## config.mk

```make
export PLATFORM = sky130hd
export DESIGN_NAME = regfile_write_arbiter_flat
export DESIGN_NICKNAME = d
export VERILOG_FILES = /design/src/rtl/regfile_write_arbiter_if.sv /design/src/rtl/regfile_write_arbiter.sv /design/src/flat_wrapper.sv
export SDC_FILE = /design/constraint.sdc
export NUM_CORES = 1
export LEC_CHECK = 0
export BUFFER_PORTS_ARGS = -buffer_cell sky130_fd_sc_hd__buf_2
export CAP_MARGIN = 10
export CORE_UTILIZATION = 40
export CTS_CLUSTER_DIAMETER = 80
export DETAILED_ROUTE_END_ITERATION = 10
export PLACE_DENSITY_LB_ADDON = 0.15
export SLEW_MARGIN = 20
export SYNTH_ARGS = -nofsm -noshare
export SYNTH_HDL_FRONTEND = slang
export SYNTH_SLANG_ARGS = --single-unit
```

## constraint.sdc

```tcl
create_clock -name clk -period 1.6 [get_ports clk]
set_clock_uncertainty 0.05 [all_clocks]
set_input_delay 0.08 -clock clk [delete_from_list [all_inputs] [get_ports clk]]
set_output_delay 0.08 -clock clk [all_outputs]
set_load 0.01 [all_outputs]
```

## src/rtl/regfile_write_arbiter_if.sv

```systemverilog
// Write-port bus between two writeback requesters, the arbiter, and the
// register file.
//   slave  : arbiter side (takes requests, drives readies and the write port)
//   master : requester / register-file side
// Signals:
//   reqN_valid/addr/data/ready : per-requester valid/ready write request
//   wr_en/wr_addr/wr_data      : registered register-file write port
//   init_done                  : zero sweep finished, requests accepted
//   stall_count                : saturating lost-arbitration counter
interface regfile_write_arbiter_if #(
  parameter int DEPTH = 32,
  parameter int BITS  = 64
);
  localparam int AW = $clog2(DEPTH);

  logic            req0_valid;
  logic [AW-1:0]   req0_addr;
  logic [BITS-1:0] req0_data;
  logic            req0_ready;
  logic            req1_valid;
  logic [AW-1:0]   req1_addr;
  logic [BITS-1:0] req1_data;
  logic            req1_ready;
  logic [AW-1:0]   wr_addr;
  logic [BITS-1:0] wr_data;
  logic            wr_en;
  logic            init_done;
  logic [15:0]     stall_count;

  modport slave (
    input  req0_valid, req0_addr, req0_data,
    input  req1_valid, req1_addr, req1_data,
    output req0_ready, req1_ready,
    output wr_addr, wr_data, wr_en, init_done, stall_count
  );

  modport master (
    output req0_valid, req0_addr, req0_data,
    output req1_valid, req1_addr, req1_data,
    input  req0_ready, req1_ready,
    input  wr_addr, wr_data, wr_en, init_done, stall_count
  );
endinterface

```

## src/rtl/regfile_write_arbiter.sv

```systemverilog
// Register-file write-port owner. After reset it sweeps every register to
// zero, then round-robins the single write port between requester 0
// (execute writeback) and requester 1 (load return).
// Ports:
//   clk  : clock, rising edge
//   rst  : synchronous active-high reset
//   bus  : regfile_write_arbiter_if.slave (requests, readies, write port,
//          init_done, stall_count)
module regfile_write_arbiter #(
  parameter int DEPTH = 32,
  parameter int BITS  = 64
) (
  input  logic                     clk,
  input  logic                     rst,
  regfile_write_arbiter_if.slave   bus
);
  localparam int AW = $clog2(DEPTH);
  localparam logic [AW:0] SWEEP_END = (AW+1)'(DEPTH);

  typedef enum logic {INIT, RUN} state_t;
  typedef struct packed {
    logic [AW-1:0]   addr;
    logic [BITS-1:0] data;
  } wreq_t;

  state_t          state_q, state_d;
  logic [AW:0]     cnt_q, cnt_d;
  logic            ptr_q, ptr_d;
  logic            wr_en_q, wr_en_d;
  logic [AW-1:0]   wr_addr_q, wr_addr_d;
  logic [BITS-1:0] wr_data_q, wr_data_d;
  logic            init_done_q, init_done_d;
  logic [15:0]     stall_q, stall_d;

  logic  grant0, grant1, rdy0, rdy1, xfer, contend;
  wreq_t req0, req1, sel;

  assign req0 = '{addr: bus.req0_addr, data: bus.req0_data};
  assign req1 = '{addr: bus.req1_addr, data: bus.req1_data};

  // ptr=0 favours requester 0, ptr=1 favours requester 1; grants are exclusive
  assign contend = bus.req0_valid & bus.req1_valid;
  assign grant0  = bus.req0_valid & (~bus.req1_valid | ~ptr_q);
  assign grant1  = bus.req1_valid & (~bus.req0_valid |  ptr_q);
  // init_done only rises with RUN; rst gates readies so nothing completes
  // in a reset cycle
  assign rdy0    = grant0 & init_done_q & ~rst;
  assign rdy1    = grant1 & init_done_q & ~rst;
  assign xfer    = rdy0 | rdy1;
  assign sel     = grant1 ? req1 : req0;

  always_comb begin
    state_d     = state_q;
    cnt_d       = cnt_q;
    ptr_d       = ptr_q;
    wr_en_d     = 1'b0;
    wr_addr_d   = wr_addr_q;
    wr_data_d   = wr_data_q;
    init_done_d = init_done_q;
    stall_d     = stall_q;
    case (state_q)
      INIT: begin
        if (cnt_q == SWEEP_END) begin
          init_done_d = 1'b1;
          state_d     = RUN;
        end else begin
          wr_en_d   = 1'b1;
          wr_addr_d = cnt_q[AW-1:0];
          wr_data_d = '0;
          cnt_d     = cnt_q + 1'b1;
        end
      end
      RUN: begin
        if (xfer) begin
          wr_addr_d = sel.addr;
          wr_data_d = sel.data;
          // x0 is hardwired zero: consume the request, suppress the write
          wr_en_d   = (sel.addr != '0);
          ptr_d     = grant0;
        end
        if (contend && stall_q != 16'hFFFF) stall_d = stall_q + 16'd1;
      end
      default: state_d = INIT;
    endcase
  end

  always_ff @(posedge clk) begin
    if (rst) begin
      state_q     <= INIT;
      cnt_q       <= '0;
      ptr_q       <= 1'b0;
      wr_en_q     <= 1'b0;
      wr_addr_q   <= '0;
      wr_data_q   <= '0;
      init_done_q <= 1'b0;
      stall_q     <= '0;
    end else begin
      state_q     <= state_d;
      cnt_q       <= cnt_d;
      ptr_q       <= ptr_d;
      wr_en_q     <= wr_en_d;
      wr_addr_q   <= wr_addr_d;
      wr_data_q   <= wr_data_d;
      init_done_q <= init_done_d;
      stall_q     <= stall_d;
    end
  end

  assign bus.req0_ready  = rdy0;
  assign bus.req1_ready  = rdy1;
  assign bus.wr_en       = wr_en_q;
  assign bus.wr_addr     = wr_addr_q;
  assign bus.wr_data     = wr_data_q;
  assign bus.init_done   = init_done_q;
  assign bus.stall_count = stall_q;
endmodule

```

## src/flat_wrapper.sv

```systemverilog
// flat-port wrapper written by rule: the top's interface ports become plain ports
module regfile_write_arbiter_flat 
#(
  parameter int DEPTH = 32,
  parameter int BITS  = 64
)
  (clk, rst, bus_req0_valid, bus_req0_addr, bus_req0_data, bus_req1_valid, bus_req1_addr, bus_req1_data, bus_req0_ready, bus_req1_ready, bus_wr_addr, bus_wr_data, bus_wr_en, bus_init_done, bus_stall_count);
  regfile_write_arbiter_if #(.DEPTH(DEPTH), .BITS(BITS)) bus_i ();
  input  logic clk;
  input  logic rst;
  input wire logic [$bits(bus_i.req0_valid)-1:0] bus_req0_valid;
  input wire logic [$bits(bus_i.req0_addr)-1:0] bus_req0_addr;
  input wire logic [$bits(bus_i.req0_data)-1:0] bus_req0_data;
  input wire logic [$bits(bus_i.req1_valid)-1:0] bus_req1_valid;
  input wire logic [$bits(bus_i.req1_addr)-1:0] bus_req1_addr;
  input wire logic [$bits(bus_i.req1_data)-1:0] bus_req1_data;
  output wire logic [$bits(bus_i.req0_ready)-1:0] bus_req0_ready;
  output wire logic [$bits(bus_i.req1_ready)-1:0] bus_req1_ready;
  output wire logic [$bits(bus_i.wr_addr)-1:0] bus_wr_addr;
  output wire logic [$bits(bus_i.wr_data)-1:0] bus_wr_data;
  output wire logic [$bits(bus_i.wr_en)-1:0] bus_wr_en;
  output wire logic [$bits(bus_i.init_done)-1:0] bus_init_done;
  output wire logic [$bits(bus_i.stall_count)-1:0] bus_stall_count;
  assign bus_i.req0_valid = bus_req0_valid;
  assign bus_i.req0_addr = bus_req0_addr;
  assign bus_i.req0_data = bus_req0_data;
  assign bus_i.req1_valid = bus_req1_valid;
  assign bus_i.req1_addr = bus_req1_addr;
  assign bus_i.req1_data = bus_req1_data;
  assign bus_req0_ready = bus_i.req0_ready;
  assign bus_req1_ready = bus_i.req1_ready;
  assign bus_wr_addr = bus_i.wr_addr;
  assign bus_wr_data = bus_i.wr_data;
  assign bus_wr_en = bus_i.wr_en;
  assign bus_init_done = bus_i.init_done;
  assign bus_stall_count = bus_i.stall_count;
  regfile_write_arbiter #(.DEPTH(DEPTH), .BITS(BITS)) u_core (.clk(clk), .rst(rst), .bus(bus_i));
endmodule
```

==> metrics <==
Psw=1190 uW; top-count cell post-synth=dfxtp_1; MaxCap Viol Count=0; clock sink total=95; cell taking the most area after synthesis=dfxtp_1; Worst Path Required=approximately 1.9 ns; average wire per standard cell=19.0 um; drt pass-1 iters=4; # IOs=roughly 230; period utilization=109%; # rows=37; Die Wd=105 um; largest net degree at the start of global routing=50; class of the most critical setup path=register to register; WL final=18200 um; power share of the combinational group=16.9%; sw frac=25.4%; Synth warnings=0; final critical-path required period=1.75 ns; Final Max Tran Viols=0; Slew headroom=70.2%; Peak VDD IR=0.000353 V; Core Region=about 10000 um2; async set-or-reset flop fraction in the synthesized netlist=0%; Skew-Pair Late Insertion Delay=0.36 ns; R2R Path End=u_core.bus.wr_data[63]$_SDFFE_PP0P_; crit path capture type=register; ANT nets after route=0; CTS Buf Count=9; via count=5145; register area share after synthesis=45.1%; Detailed Route Iter0 Violations=approximately 240; worst reg2reg path depth=6; fraction of layout cells with a size suffix above 1=a little under half; Data arrival, critical path=approximately 2.0 ns; Final Non-Filler Cells=about 960; first-pass GRT wire length=25500 um; Final Hold Fails=0; failing checks=negative setup slack; area of the multi-input gates=2560 um2; # fillers=686; HP Class=input port to register; power per cell area=590 nW/um2; # setup viols final=~70; Reg2Reg Setup Slack=-0.15 ns; drt via density=5.39; Synth Instances=410; end of the critical path=u_core.bus.wr_data[63]$_SDFFE_PP0P_; status=finished, violations left; fmax=between 500 and 600 MHz; antenna diode count=0; Inst Count DP=796; Post-synth EDFFs=0; Tot GR Track Use=29.5%; GPL Wtd Cong=0.820; CP Max Fanout=13; Pleak=0.00389 uW; CP Launch Point=u_core.cnt_q[2]$_SDFFE_PP0P_; CTS root buffer=clkbuf_8; Initial Util=roughly two fifths; grt ovf=0; Post-Syn Nets=555; Synth area leaders=dfxtp_1, mux2i_1, o2bb2ai_1; final worst slack=-0.147 ns; commonest register cell after synthesis=dfxtp_1; post-synth top area share=~45%; Pint=3500 uW; Residual DRC=0; Synth Cell Area=4220 um2; Final nets=about 960; vias in the first global route=5247; CTS tree=built; Yosys cell types=44; CTS clk-pin slew, worst paths=0.10 ns; R2R Path Start=u_core.cnt_q[2]$_SDFFE_PP0P_; Sequential cell area=1920 um2; initial antenna violation count=0; CTS max path bufs=2; sequential power share=between 50% and 60%; die height=105 um; DIE AREA=11000 um2; Avg Inst Size Synth=roughly 10 um2; Worst setup SP type=register; Setup TNS=-7.12 ns; DP HPWL=9320 um; Port Buffers=between 200 and 250; most frequent cells after synthesis=dfxtp_1, mux2i_1, o2bb2ai_1; worst-margin pin slew=0.446 ns; htree depth=3; RSZ-0062 raised after global routing=yes; Hold Startpoint=rst; register bit count reported by yosys=95; clock share of power=32.4%; Area growth syn-to-layout=88.5%
## flip-flops by register name, summed over array words and instances, names as in the netlist
register / count
u_core.bus.wr_en: 1
u_core.bus.stall_count: 16
u_core.bus.wr_addr: 5
u_core.ptr_q: 1
u_core.state_q: 1
u_core.bus.wr_data: 64
u_core.cnt_q: 6
u_core.bus.init_done: 1
## power by group through the flow
stage / Sequential (uW) / Clock [uW] / Combinational [uW]
4_1_cts: 2380 / 1530 / 716
2_1_floorplan: 2440 / 0 / 203
3_5_place_dp: 2430 / 0 / 471
5_1_grt: 2380 / 1640 / 833
6_report: 2380 / 1520 / 791
3_3_place_gp: 2430 / 0 / 461
## per-stage QoR
step / area (um2) / util (%) / total power (uW) / setup slack (ns) / hold slack, ns
floorplan: 4270 / - / 2640 / -0.0568 / 0.205
CTS: 7410 / 72.1 / 4630 / -0.0918 / 0.0497
detailed placement: 5880 / 57.2 / 2900 / -0.0964 / 0.304
global placement: 5880 / 57.2 / 2890 / -0.0274 / 0.291
finish: 7950 / 77.3 / 4690 / -0.147 / 0.0682
global route: 7950 / 77.3 / 4860 / -0.192 / 0.0676
## metal layers
metal | global-route usage [%] | wire length (um)
met5 | 0 | 0
met4 | 15.7 | 799
met3 | 7.05 | 1140
met2 | 53.1 | 9140
met1 | 31.8 | 7070
## critical path: stages (launching register included)
cell       delay (ns)
dfxtp_2          0.33
or3b_4           0.41
o21a_4           0.22
nor3_4           0.19
buf_6            0.18
clkbuf_16        0.18
o2bb2ai_1        0.12
## kinds of logic after synthesis
| kind of cell | count (synthesis) | synth area share, % |
|---|---|---|
| AND/OR/NAND/NOR | 90 | 12.3 |
| multiplexers | 66 | 15.7 |
| buffers and inverters | 36 | 3.86 |
| XOR/XNOR | 5 | 1.04 |
| AO/OA/AOI/OAI | 115 | 21.2 |
| flip-flops | 95 | 45.1 |
| adder cells (fa/ha/maj) | 3 | 0.890 |
## placed cells by master, fill, tap and decap left out, types with 3 or more instances in the layout
master / n
a211oi_1: 4
a21oi_1: 10
a21oi_2: 3
a31oi_1: 3
a32o_1: 5
buf_12: 4
buf_2: 231
buf_4: 50
buf_6: 3
clkbuf_16: 5
clkbuf_8: 11
dfxtp_1: 86
dfxtp_2: 7
dlygate4sd3_1: 128
inv_1: 6
mux2i_1: 65
nand2_1: 7
nand3_1: 17
nand4_1: 6
nor2_1: 12
nor2b_1: 4
nor3_1: 5
o21ai_0: 13
o2bb2ai_1: 23
o2bb2ai_2: 40
o31ai_1: 5
or2_2: 3
or3_1: 6
or4_1: 4
xor2_1: 3
## worst min-delay path by stage
stage                                                        end  cells past startpoint
after global placement       u_core.bus.wr_data[14]$_SDFFE_PP0P_                      3
final                     u_core.bus.stall_count[9]$_SDFFE_PP0P_                      3
after floorplan              u_core.bus.wr_data[17]$_SDFFE_PP0P_                      2
after detailed placement      u_core.bus.wr_data[3]$_SDFFE_PP0P_                      3
after CTS                 u_core.bus.stall_count[0]$_SDFFE_PP0P_                      3
after global routing      u_core.bus.stall_count[9]$_SDFFE_PP0P_                      3
## cell type report
class / instances / share of cell area (%)
Clock inverter: 4 / 0.362
Timing Repair Buffer: 423 / 38.9
Clock buffer: 12 / 1.95
Multi-Input combinational cell: 279 / 32.2
Inverter: 6 / 0.283
Tap cell: 136 / 2.14
Sequential cell: 95 / 24.1
## repair_timing
| action | 4_1_cts | 5_1_grt |
|---|---|---|
| buffers inserted | 3 | 4 |
| pin swaps | 2 | 11 |
| hold buffers | 128 | 0 |
| endpoints found under the hold margin | 64 | 0 |
| gates resized for setup | 7 | 66 |
| endpoints found under the setup margin | 75 | 87 |
| gates cloned | 1 | 7 |
Note: power is estimated with default switching activity, not from simulation.
